## src/rtl/serial_adder.sv

```systemverilog
// serial_adder: multi-cycle adder summing DIGIT bits per clock, LSB digit first, with valid/ready operand and result handshakes
module serial_adder #(
  parameter int WIDTH = 16,
  parameter int DIGIT = 1
) (
  input  logic             clk,
  input  logic             reset,
  input  logic             in_valid,
  output logic             in_ready,
  input  logic [WIDTH-1:0] a,
  input  logic [WIDTH-1:0] b,
  input  logic             ci,
  output logic             out_valid,
  input  logic             out_ready,
  output logic [WIDTH-1:0] s,
  output logic             co,
  output logic             ovf
);
  localparam int N = WIDTH / DIGIT;
  localparam int CW = N > 1 ? $clog2(N) : 1;
  if (WIDTH < 2 || DIGIT < 1 || DIGIT > WIDTH || WIDTH % DIGIT != 0) begin : g_bad
    $error("serial_adder: invalid WIDTH/DIGIT combination");
  end
  typedef enum logic [1:0] {IDLE, RUN, DONE} state_t;
  state_t state_q, state_d;
  logic [CW-1:0] cnt_q, cnt_d;
  logic [WIDTH-1:0] a_q, a_d, b_q, b_d, s_q, s_d;
  logic c_q, c_d, co_q, co_d, ovf_q, ovf_d;
  logic [DIGIT:0] dsum;
  logic [WIDTH+DIGIT-1:0] s_cat;
  logic last, msb_cin;
  assign dsum = {1'b0, a_q[DIGIT-1:0]} + {1'b0, b_q[DIGIT-1:0]} + {{DIGIT{1'b0}}, c_q};
  assign msb_cin = dsum[DIGIT-1] ^ a_q[DIGIT-1] ^ b_q[DIGIT-1];
  assign s_cat = {dsum[DIGIT-1:0], s_q};
  assign last = cnt_q == CW'(N - 1);
  always_comb begin
    state_d = state_q;
    cnt_d = cnt_q;
    a_d = a_q;
    b_d = b_q;
    s_d = s_q;
    c_d = c_q;
    co_d = co_q;
    ovf_d = ovf_q;
    if (state_q == IDLE && in_valid) begin
      a_d = a;
      b_d = b;
      c_d = ci;
      cnt_d = '0;
      state_d = RUN;
    end else if (state_q == RUN) begin
      s_d = s_cat[WIDTH+DIGIT-1:DIGIT];
      a_d = a_q >> DIGIT;
      b_d = b_q >> DIGIT;
      c_d = dsum[DIGIT];
      cnt_d = last ? '0 : cnt_q + CW'(1);
      co_d = last ? dsum[DIGIT] : co_q;
      ovf_d = last ? msb_cin ^ dsum[DIGIT] : ovf_q;
      state_d = last ? DONE : RUN;
    end else if (state_q == DONE && out_ready) begin
      state_d = IDLE;
    end
  end
  always_ff @(posedge clk) begin
    if (reset) begin
      state_q <= IDLE;
      cnt_q <= '0;
      a_q <= '0;
      b_q <= '0;
      s_q <= '0;
      c_q <= 1'b0;
      co_q <= 1'b0;
      ovf_q <= 1'b0;
    end else begin
      state_q <= state_d;
      cnt_q <= cnt_d;
      a_q <= a_d;
      b_q <= b_d;
      s_q <= s_d;
      c_q <= c_d;
      co_q <= co_d;
      ovf_q <= ovf_d;
    end
  end
  assign in_ready = state_q == IDLE;
  assign out_valid = state_q == DONE;
  assign s = s_q;
  assign co = co_q;
  assign ovf = ovf_q;
endmodule

```

## config.mk

```make
export PLATFORM = sky130hd
export DESIGN_NAME = serial_adder
export DESIGN_NICKNAME = d
export VERILOG_FILES = /design/src/rtl/serial_adder.sv
export SDC_FILE = /design/constraint.sdc
export NUM_CORES = 1
export LEC_CHECK = 0
export ABC_AREA = 1
export ABC_CLOCK_PERIOD_IN_PS = 1350
export BUFFER_PORTS_ARGS = -buffer_cell sky130_fd_sc_hd__buf_2
export CORE_ASPECT_RATIO = 1.5
export CORE_UTILIZATION = 40
export DETAILED_ROUTE_END_ITERATION = 8
export GPL_ROUTABILITY_DRIVEN = 0
export GPL_TIMING_DRIVEN = 0
export PLACE_DENSITY = 0.76
export SYNTH_ARGS = -nofsm -noshare
export SYNTH_HDL_FRONTEND = slang
export SYNTH_SLANG_ARGS = --single-unit
```

## constraint.sdc

```tcl
create_clock -name clk -period 1.35 [get_ports clk]
set_input_delay 0.135 -clock clk [delete_from_list [all_inputs] [get_ports clk]]
set_output_delay 0.135 -clock clk [all_outputs]
set_load 0.1 [all_outputs]
```

# [Word-level counts from Yosys, hierarchy flattened]
# Cells that the tools add are included.
[word_totals] reg_bits=57 output_inout_bits=20
[op_classes] n_addsub=3 eq_ne=3 muxes=11 bitwise_logic=4 n_reduce_logical=9
[op_table] operator="$mux W16" count=4
[op_table] operator="$mux W2" count=3
[op_table] operator="$add A4 B1 Y4 const B" count=1
[op_table] operator="$eq A4 B4 Y1 const B" count=1
[op_table] operator="$mux W4" count=1
[op_table] operator="$reduce_bool A2 Y1" count=2
[op_table] operator="$mux W1" count=3
[op_table] operator="$reduce_and A3 Y1" count=1
[op_table] operator="$reduce_bool A3 Y1" count=1
[op_table] operator="$xor A1 B1 Y1" count=3
[op_table] operator="$add A1 B1 Y2" count=1
[op_table] operator="$add A2 B1 Y2" count=1
[op_table] operator="$eq A2 B1 Y1 const B" count=1
[op_table] operator="$eq A2 B2 Y1 const B" count=1
[op_table] operator="$logic_and A1 B1 Y1" count=2
[op_table] operator="$logic_not A2 Y1" count=1
[op_table] operator="$reduce_and A2 Y1" count=1
[op_table] operator="$reduce_or A2 Y1" count=1
[op_table] operator="$not A1 Y1" count=1

# [Longest topological paths before layout]
# Gate-level depths: netlist (run 1).
[depth] ltp_word=5 ltp_mapped=7 depth_no_buf=7

# [Least setup slack after synthesis (run 1)]
# Ideal clock, no wire load.
[synth_path] path_kind="register to output" startpoint="register state_q[1]" endpoint="output out_valid" t_arrival_ns=1.782 required_time_ns=1.215 path_slack_ns=-0.567 stages_incl_launch_ff=3 path_buffers=0 cell_sequence="dfxtp_1 > inv_1 > nor2_1"
[synth_between] elab_chain_len=1
[synth_lines] item="start, declared" line_no="25" rtl="state_t state_q, state_d;"
[synth_lines] item="start signal, assigned" line_no="75" rtl="state_q <= state_d;"
[synth_lines] item="$eq A2 B2 Y1" line_no="86" rtl="assign out_valid = state_q == DONE;"
[synth_lines] item="end, declared" line_no="13" rtl="output logic out_valid,"
# Every way passes these cells.

# [Worst setup path in the final report (run 1)]
[layout_path] startpoint="register a_q[0]" endpoint="register ovf_q, in the netlist ovf"
[layout_between] elab_chain_len=5
[layout_lines] item="start, declared" line_no="27" rtl="logic [WIDTH-1:0] a_q, a_d, b_q, b_d, s_q, s_d;"
[layout_lines] item="start signal, assigned" line_no="68" rtl="a_q <= '0;"
[layout_lines] item="start signal, assigned" line_no="77" rtl="a_q <= a_d;"
[layout_lines] item="$add A1 B1 Y2" line_no="32" rtl="assign dsum = {1'b0, a_q[DIGIT-1:0]} + {1'b0, b_q[DIGIT-1:0]} + {{DIGIT{1'b0}}, c_q};"
[layout_lines] item="$add A2 B1 Y2" line_no="32"
[layout_lines] item="via dsum[0]" line_no="29" rtl="logic [DIGIT:0] dsum;"
[layout_lines] item="$xor A1 B1 Y1 (2 in a row)" line_no="33" rtl="assign msb_cin = dsum[DIGIT-1] ^ a_q[DIGIT-1] ^ b_q[DIGIT-1];"
[layout_lines] item="$xor A1 B1 Y1" line_no="58" rtl="ovf_d = last ? msb_cin ^ dsum[DIGIT] : ovf_q;"
[layout_lines] item="end signal, assigned" line_no="82" rtl="ovf_q <= ovf_d;"
[layout_lines] item="end, declared" line_no="28" rtl="logic c_q, c_d, co_q, co_d, ovf_q, ovf_d;"
# The timed path passes the listed nets, and every way through them passes these cells.
# A chain may end at the register's enable or synchronous reset.

==> reports/metrics.csv, run 1 <==
metric,value,unit
rr_startpoint,a_q[0],
syn_area,2610,µm²
wl_met3,258,µm
top_layer,met4,
setup_viol,3,
synthToLayoutAreaGrowth,24.2,%
die-area,6850,µm²
htreeDepth,3,
finalClockSkew,0.00541,ns
reg2reg_to,ovf,
power_per_cell_area,1300,nW/µm²
grt_remaining_overflow,0,
hold_viol_final,0,
avgViaCountPerCell,4.99,
synthDistinctLibCells,21,
hold-path-endpoint,a_q[15],
drv_slew,0,
crit_path_max_fanout,5,
grt_max_degree,11,
synth_area_per_cell,6.84,µm²
final_util,0.521,
crit_buf_inv,1,
cts_tree,yes,
wl,5830,µm
clk_pin_slew_worst_paths,0.06,ns
synth_flop_cell,dfxtp_1,
drv_cap,0,
grtUsageTotal,0.188,
grt_pass1_wl,9820,µm
ys_seq_elements,57,
pin_count,57,
diodes,0,
initial_core_util,0.419,
path_cells,fa_2 -> inv_2 -> nand2_1 -> nand2_1 -> nand2_1 -> nand2_1 -> a21oi_2,
final_cells,524,
vdd_drop_max,845,µV
slowest_delay,0.59,ns
die_h,101,µm
holdBufCountCts,0,
route.met2.wl,2920,µm
worstSetupEndpointType,flip-flop,
p_leak,0.00147,µW
relSlewSlack,0.676,
antenna_found_initial,0,
tightest_slew,0.489,ns
finalInstanceArea,3240,µm²
whs_path_depth,3,
synthDominantCellAreaShare,0.438,
drive_gt1_frac,0.220,
yosysWarnings,0,
netlist_instances,381,
hold_start,a[15],
yosysSeqAreaShare,0.438,
antenna_left,0,
cp_data_required_time,1.61,ns
wire_per_inst,11.1,µm
crit_family,adder cells,
post-synth-top-area-cell,dfxtp_1,
drcViolationCount,0,
yosysMostFrequentCell,nand2_1,
fin_nets,486,
root_buffer,clkbuf_8,
dp_hpwl,4180,µm
numCtsBuffers,9,
firstDrtPassIters,5,
timing.critical_path.from,a_q[0],
num_rows,35,
crit_slowest_cell,fa_2,
first_global_vias,2354,
arrival,1.65,ns
placedCellCount,509,
wl_met1,2500,µm
synthArstFlopShare,0,
finalCriticalPeriod,1.39,ns
synth_enable_flop_cells,0,
rrSetupSlack,-0.04,ns
clk_latency,0.33,ns
numPortBuffers,54,
fmax,0.722,GHz
cts.path.max_buffers,2,
status,finished with violations,
reg2reg_depth,7,
postLayoutSetupSlackWorst,-0.0353,ns
vias,2616,
violations,negative setup slack,
die_w,67.9,µm
dpl_cell_area,2980,µm²
cpMostUsedCell,nand2_1,
synth_commonest_cells,"nand2_1, dfxtp_1, nor2_1, a21oi_1, nand3b_1",
finalCritPeriodShare,1.03,
drt_iter0_markers,68,
synth_area_leaders,"dfxtp_1, nand2_1, nand3b_1, a21oi_1, nor2_1",
worst-setup-path-type,flip-flop to flip-flop,
start_kind,flip-flop,
synth_fp_nets,420,
clock-sinks,57,
rsz0062_at_grt,yes,
core,6220,µm²
hp-class,input pin to flip-flop,
sequential cells by signal, indices dropped and copies added (netlist names):
name     count
a_q         16
b_q         16
c_q          1
cnt_q        4
co           1
ovf          1
s           16
state_q      2
layer usage:
metal  up-vias  global-route usage
met5         -                   0
met4         0               0.115
li1       1346                   -
met1      1182               0.202
met2        72               0.326
met3        16              0.0351
kinds of logic after synthesis:
family	share of synthesized area
compound gates	0.122
fa+ha+maj	0.0125
buf+inv	0.0581
simple gates	0.369
flops	0.438
placed cells by master (no fill, tap or decap), types with 2 or more instances in the layout:
cell,n
buf_12,2
a21oi_1,35
inv_1,10
clkbuf_2,5
dfxtp_1,52
nor2_4,2
a31oi_1,4
nor2_1,36
nand3b_1,28
nand2_2,3
nand2_1,147
inv_2,2
nand3_1,6
clkbuf_1,11
buf_2,54
dfxtp_2,3
o21ai_0,18
dfxtp_4,2
nor2_2,2
clkbuf_8,11
clkbuf_4,5
buf_4,3
through the flow:
step                      TNS, ns  setup slack, ns  hold WS, ns  power, µW
after global placement      -2.23           -0.112        0.395       2850
after floorplan            -0.106           -0.106        0.278       2660
after global routing        -1.06           -0.120       0.0743       4450
after CTS                 -0.0218          -0.0177       0.0439       4240
after detailed placement    -2.48           -0.140        0.393       2870
final                     -0.0672          -0.0353       0.0558       4220
worst min-delay path, stage by stage:
cell and delay, ns:
buf_2 0.09, nand2_1 0.05, a21oi_1 0.05
worst max-delay path by stage:
stage / cells past startpoint / slack [ns] / to
floorplan: 2 / -0.11 / out_valid
global placement: 6 / -0.11 / a_q[4]
detailed placement: 6 / -0.14 / b_q[12]
CTS: 3 / -0.02 / in_ready
global route: 7 / -0.12 / ovf
finish: 7 / -0.04 / ovf
report_power, final:
group          total (µW)  internal [µW]  switching [µW]  leakage (µW)
sequential           1900           1810            81.4      0.000472
combinational         970            283             688      0.000915
clock                1350            748             607     0.0000826
timing repair:
| action | in CTS | in global routing |
|---|---|---|
| buffers inserted | 0 | 1 |
| pin swaps | 2 | 2 |
| endpoints found under the setup margin | 40 | 42 |
| gates resized for setup | 20 | 21 |
layout make-up:
type / instances / area (µm²)
Fill cell: 651 / 2980
Multi-Input combinational cell: 287 / 1340
Sequential cell: 57 / 1150
Timing Repair Buffer: 55 / 308
Clock buffer: 14 / 163
Buffer: 24 / 133
Tap cell: 74 / 92.6
Inverter: 13 / 52.6
Power figures use the tool's default switching activity.
==> run 2: changes to the inputs <==
==> config.mk (replaced) <==
export PLATFORM = sky130hd
export DESIGN_NAME = serial_adder
export DESIGN_NICKNAME = d
export VERILOG_FILES = /design/src/rtl/serial_adder.sv
export SDC_FILE = /design/constraint.sdc
export NUM_CORES = 1
export LEC_CHECK = 0
export ABC_CLOCK_PERIOD_IN_PS = 1350
export CORE_ASPECT_RATIO = 1.5
export CORE_UTILIZATION = 40
export DETAILED_ROUTE_END_ITERATION = 8
export DONT_BUFFER_PORTS = 1
export GPL_ROUTABILITY_DRIVEN = 0
export GPL_TIMING_DRIVEN = 0
export PLACE_DENSITY = 0.68
export SYNTH_ARGS = -nofsm -noshare
export SYNTH_HDL_FRONTEND = slang
export SYNTH_SLANG_ARGS = --single-unit
==> reports/metrics.csv, run 2 <==
metric,value,unit,change
synth_xor_area_frac,0.0137,,+0.0137
drv_slew,0,,unchanged
grt_remaining_overflow,0,,unchanged
fin_setup_tns,-3.77,ns,-3.70 ns
synthToLayoutAreaGrowth,40.1,%,
num_rows,35,,unchanged
arrival,1.67,ns,+0.02 ns
die_w,67.2,µm,-1.0%
synth_fp_nets,334,,-20%
final_cell_mix,"nand2_1, dfxtp_1, dlygate4sd3_1",,
synth_compound_area_frac,0.243,,+0.120
clk_latency,0.34,ns,about the same
violations,negative setup slack,,
cp_data_required_time,1.54,ns,-0.07 ns
drive_gt1_frac,0.368,,+0.148
root_buffer,clkbuf_8,,
vdd_drop_max,667,µV,-21%
finalCritPeriodShare,1.10,,+0.0730
ys_seq_elements,57,,unchanged
fmax,0.674,GHz,-6.6%
numCtsBuffers,9,,unchanged
worst-setup-path-type,flip-flop to flip-flop,,
synth_area_leaders,"dfxtp_1, a311oi_2, nand2_1, a21oi_1, nor2_1",,
diodes,0,,unchanged
hold_viol_final,0,,unchanged
synthAdderAreaFrac,0.0127,,+0.000263
cts_tree,yes,,
synth_top_family_by_area,compound AO/OA/AOI/OAI gates,,
initial_core_util,0.414,,-0.00574
tightest_slew,0.707,ns,+0.218 ns
vias,2293,,-12%
p_leak,0.00122,µW,-17%
synth_flop_cell,dfxtp_1,,
core,6170,µm²,-0.70%
grt_max_degree,11,,unchanged
hp-class,input pin to flip-flop,,
drv_cap,0,,unchanged
die_h,99.9,µm,-1.0%
clock-sinks,57,,unchanged
grt_pass1_wl,10200,µm,+3.5%
status,finished with violations,,
nFillCells,539,,-17%
yosys-mux-area-fraction,0,,unchanged
yosysMostFrequentCell,nand2_1,,
dpl_cell_area,2720,µm²,-8.6%
die-area,6710,µm²,-2.0%
wl,6250,µm,+7.2%
wire_per_inst,14.8,µm,+33%
yosysWarnings,0,,unchanged
whs,0.0155,ns,-0.0403 ns
firstDrtPassIters,4,,-1
netlist_instances,295,,-23%
dp_hpwl,3920,µm,-6.2%
relSlewSlack,0.528,,-0.148
synth-simple-area-share,0.224,,-0.145
synthDominantCellAreaShare,0.447,,+0.00922
synthArstFlopShare,0,,unchanged
worstSetupEndpointType,flip-flop,,
drcViolationCount,0,,unchanged
yosysSeqAreaShare,0.447,,+0.00922
antenna_left,0,,unchanged
synth_commonest_cells,"nand2_1, dfxtp_1, nor2_1, a311oi_2, a21oi_1",,
final_util,0.580,,+0.0586
fin_nets,382,,-21%
syn_area,2550,µm²,-2.1%
rrSetupSlack,-0.13,ns,-0.10 ns
htreeDepth,3,,unchanged
post-synth-top-area-cell,dfxtp_1,,
post-place-ws,-0.185,ns,-0.0442 ns
finalCriticalPeriod,1.48,ns,+0.0985 ns
cts.path.max_buffers,2,,unchanged
drt_iter0_markers,112,,+65%
avgViaCountPerCell,5.43,,+8.8%
finalClockSkew,0.00580,ns,+0.000384 ns
setup_viol,37,,+34
clk_pin_slew_worst_paths,0.07,ns,about the same
antenna_found_initial,0,,unchanged
first_global_vias,2227,,-5.4%
synth_area_per_cell,8.66,µm²,+26%
crit_path_max_fanout,10,,+5
rsz0062_at_grt,yes,,
start_kind,flip-flop,,
numPortBuffers,0,,-100%
postLayoutSetupSlackWorst,-0.134,ns,-0.0985 ns
synthDistinctLibCells,24,,+14%
grtUsageTotal,0.202,,+0.0145
layout_commonest_cell,nand2_1,,
power_per_cell_area,1260,nW/µm²,-3.5%
pin_count,57,,unchanged
synth_enable_flop_cells,0,,unchanged
finalInstanceArea,3580,µm²,+10%
==> run 2: changes by cell type after synthesis, moves of 3 or more <==
cell / before / now
a21oi_1: 36 / 27
buf_6: 0 / 5
a22oi_1: 0 / 3
a31oi_1: 4 / 0
nand2_1: 150 / 94
clkbuf_1: 12 / 7
nor2_1: 38 / 30
buf_2: 9 / 14
a311oi_2: 0 / 28
nand3b_1: 28 / 1
xnor2_1: 0 / 3
nand2b_1: 0 / 3
inv_1: 12 / 0
o21ai_0: 18 / 3
==> run 2: final timing paths <==
check,startpoint,endpoint,depth (start not counted)
worst min register to register,a_q[15],a_q[15],2
worst min-delay path,b[1],b_q[1],2
worst max-delay path,state_q[1],a_q[5],6
worst max register to register,state_q[1],a_q[5],6
==> run 2: metrics by stage <==
stage	cells	total power, µW
2_1_floorplan	295	2340
3_3_place_gp	369	2440
3_5_place_dp	369	2450
4_1_cts	421	4450
5_1_grt	422	4680
6_report	422	4500
==> run 2: routing by layer <==
metal,share of wire,vias up,GRT usage
li1,-,1111,-
met2,0.50,60,0.325
met1,0.43,1111,0.239
met3,0.043,11,0.0545
met4,0.022,0,0.108
met5,0,-,0
==> run 2: layout make-up <==
class                      instances  area, µm²  area share
clock buffer                      11        151      0.0423
buffer                            26        256      0.0717
sequential                        57       1170       0.328
clock inverter                     5       77.6      0.0217
tap                               74       92.6      0.0259
multi-input combinational        212       1440       0.401
timing repair buffer              37        393       0.110
==> run 2: repair_timing <==
action	in CTS	in global routing
pin swaps	4	2
setup endpoints to repair	73	59
hold endpoints to repair	32	0
resized for setup	45	45
cloned	3	1
hold buffers	32	0
setup buffers	1	0
==> run 2: power breakdown <==
part / total (µW) / internal, µW / switching, µW
registers: 1880 / 1780 / 91.3
clock network: 1840 / 1130 / 706
logic: 783 / 375 / 408
total: 4500 / 3290 / 1210
==> run 2: kinds of logic (layout without fill, tap and decap cells) <==
family          Yosys count  after routing
compound gates           64             64
xor+xnor                  4              4
fa+ha+maj                 2              2
buf+inv                  26             79
flops                    57             57
simple gates            142            142
==> run 2: worst max-delay path: stages (launching register included) <==
cell and delay (ns):
dfxtp_2 0.33, buf_6 0.12, or3b_4 0.40, buf_12 0.17
buf_12 0.16, nor2_2 0.10, a311oi_2 0.06
==> run 3: changes to the inputs <==
--- a/config.mk
+++ b/config.mk
@@ -7,6 +7,7 @@
 export LEC_CHECK = 0
 export ABC_CLOCK_PERIOD_IN_PS = 1350
 export CORE_ASPECT_RATIO = 1.5
+export CORE_MARGIN = 3
 export CORE_UTILIZATION = 40
 export DETAILED_ROUTE_END_ITERATION = 8
 export DONT_BUFFER_PORTS = 1
==> reports/metrics.csv, run 3 (synthesis gave the netlist of run 2 again) <==
metric,value,unit,change
rsz0062_at_grt,yes,,
hp-class,input pin to flip-flop,,
fin_total_pwr,4070,µW,-9.6%
arrival,1.67,ns,about the same
core,6170,µm²,unchanged
relSlewSlack,0.528,,about the same
worst-setup-path-type,flip-flop to flip-flop,,
drcViolationCount,0,,unchanged
violations,negative setup slack,,
nFillCells,544,,+0.93%
combPwrFrac,0.191,,+0.017
die_h,104,µm,+4.0%
top_layer,met4,,
cts_tree,yes,,
finalClockSkew,0.00568,ns,-0.000121 ns
htreeDepth,3,,unchanged
grtUsageTotal,0.173,,-0.0289
finalInstanceArea,3570,µm²,-0.31%
postLayoutSetupSlackWorst,-0.0779,ns,+0.0559 ns
clock-sinks,57,,unchanged
fmax,0.700,GHz,+3.9%
firstDrtPassIters,4,,unchanged
avgViaCountPerCell,5.27,,-3.1%
hold_viol_final,0,,unchanged
drt_iter0_markers,81,,-28%
start_kind,flip-flop,,
whs,0.0232,ns,+0.00771 ns
final_cell_mix,"nand2_1, dfxtp_1, dlygate4sd3_1",,
layout_commonest_cell,nand2_1,,
drv_cap,0,,unchanged
cts.path.max_buffers,2,,unchanged
dpl_cell_area,2720,µm²,unchanged
tightest_slew,0.708,ns,+0.000453 ns
seq_area,1170,µm²,+0.21%
p_sw,1160,µW,-3.6%
pin_count,57,,unchanged
grt_max_degree,11,,unchanged
dp_hpwl,3940,µm,+0.48%
clk_pin_slew_worst_paths,0.06,ns,about the same
wl_met3,267,µm,+0.38%
diodes,0,,unchanged
intPower,2900,µW,-12%
p_leak,0.00119,µW,-2.0%
wire_per_inst,14.6,µm,-1.3%
wl,6160,µm,-1.3%
multi_input_area,1490,µm²,+4.0%
drive_gt1_frac,0.365,,-0.00287
cp_data_required_time,1.59,ns,+0.05 ns
worstSetupEndpointType,flip-flop,,
antenna_found_initial,0,,unchanged
antenna_left,0,,unchanged
num_rows,35,,unchanged
status,finished with violations,,
power_per_cell_area,1140,nW/µm²,-9.3%
first_global_vias,2224,,-0.13%
initial_core_util,0.414,,unchanged
p_sw_frac,0.286,,+0.0178
pwr-share-clk,0.349,,-0.060
numPortBuffers,0,,unchanged
p_seq_frac,0.460,,+0.043
die_w,71.2,µm,+5.9%
drv_slew,0,,unchanged
setup_viol,36,,-2.7%
vias,2223,,-3.1%
numCtsBuffers,9,,unchanged
synthToLayoutAreaGrowth,39.7,%,
wl_met1,2600,µm,-3.5%
vdd_drop_max,638,µV,-4.3%
grt_remaining_overflow,0,,unchanged
grt_pass1_wl,10300,µm,+1.1%
route.met2.wl,3140,µm,-0.48%
finalCriticalPeriod,1.43,ns,-0.0559 ns
root_buffer,clkbuf_8,,
fin_nets,382,,unchanged
clk_latency,0.34,ns,about the same
die-area,7400,µm²,+10%
crit_path_max_fanout,2,,-8
finalCritPeriodShare,1.06,,-0.0414
run 3: cell types whose count changed in the layout (fill, tap and decap cells not counted), sizes merged:
| cell | previous run | this run |
|---|---|---|
| clkinvlp | 1 | 0 |
| bufinv | 2 | 0 |
| dlygate4sd3 | 32 | 33 |
| clkbuf | 20 | 22 |
| clkinv | 2 | 3 |
| buf | 22 | 21 |
run 3: worst max-delay path: stages, from the launching register on:
cell	delay, ns
dfxtp_2	0.33
fa_1	0.57
xnor2_1	0.14
xnor2_1	0.10
a311oi_1	0.19
run 3: layout make-up:
class / instances / share of cell area
Sequential cell: 57 / 0.329
Tap cell: 74 / 0.0260
Clock buffer: 13 / 0.0445
Buffer: 25 / 0.0698
Clock inverter: 3 / 0.00421
Timing Repair Buffer: 38 / 0.108
Multi-Input combinational cell: 212 / 0.418
run 3: per-stage QoR:
stage          TNS (ns)  setup slack (ns)   util  instances
2_1_floorplan   -0.0429           -0.0380      -        295
3_3_place_gp      -4.17            -0.132  0.440        369
3_5_place_dp      -4.11            -0.122  0.440        369
4_1_cts           -2.77            -0.137  0.534        419
5_1_grt           -3.30            -0.153  0.578        422
6_report          -1.94           -0.0779  0.578        422
run 3: final timing paths:
| kind | start | endpoint | slack [ns] | cells after the start |
|---|---|---|---|---|
| worst max-delay path | c_q | ovf | -0.08 | 4 |
| worst max register to register | c_q | ovf | -0.08 | 4 |
| worst min-delay path | b[1] | b_q[1] | 0.02 | 2 |
| worst min register to register | b_q[15] | b_q[15] | 0.48 | 2 |
run 3: metal layers:
metal | track usage | vias up
met1 | 0.204 | 1058
met4 | 0.102 | 0
met2 | 0.277 | 49
met5 | 0 | -
met3 | 0.0474 | 9
li1 | - | 1107
run 3: timing repair:
action,4_1_cts,5_1_grt
buffers inserted,1,1
gates cloned,1,2
hold buffers,32,1
setup endpoints to repair,71,56
gates resized for setup,35,65
pin swaps,1,4
hold endpoints to repair,32,1
run 3: power groups by stage:
stage | registers [µW] | clock network, µW | logic (µW)
after floorplan | 1890 | 0 | 455
after global placement | 1900 | 0 | 537
after detailed placement | 1900 | 0 | 545
after CTS | 1870 | 1470 | 645
after global routing | 1880 | 1540 | 841
final | 1870 | 1420 | 775
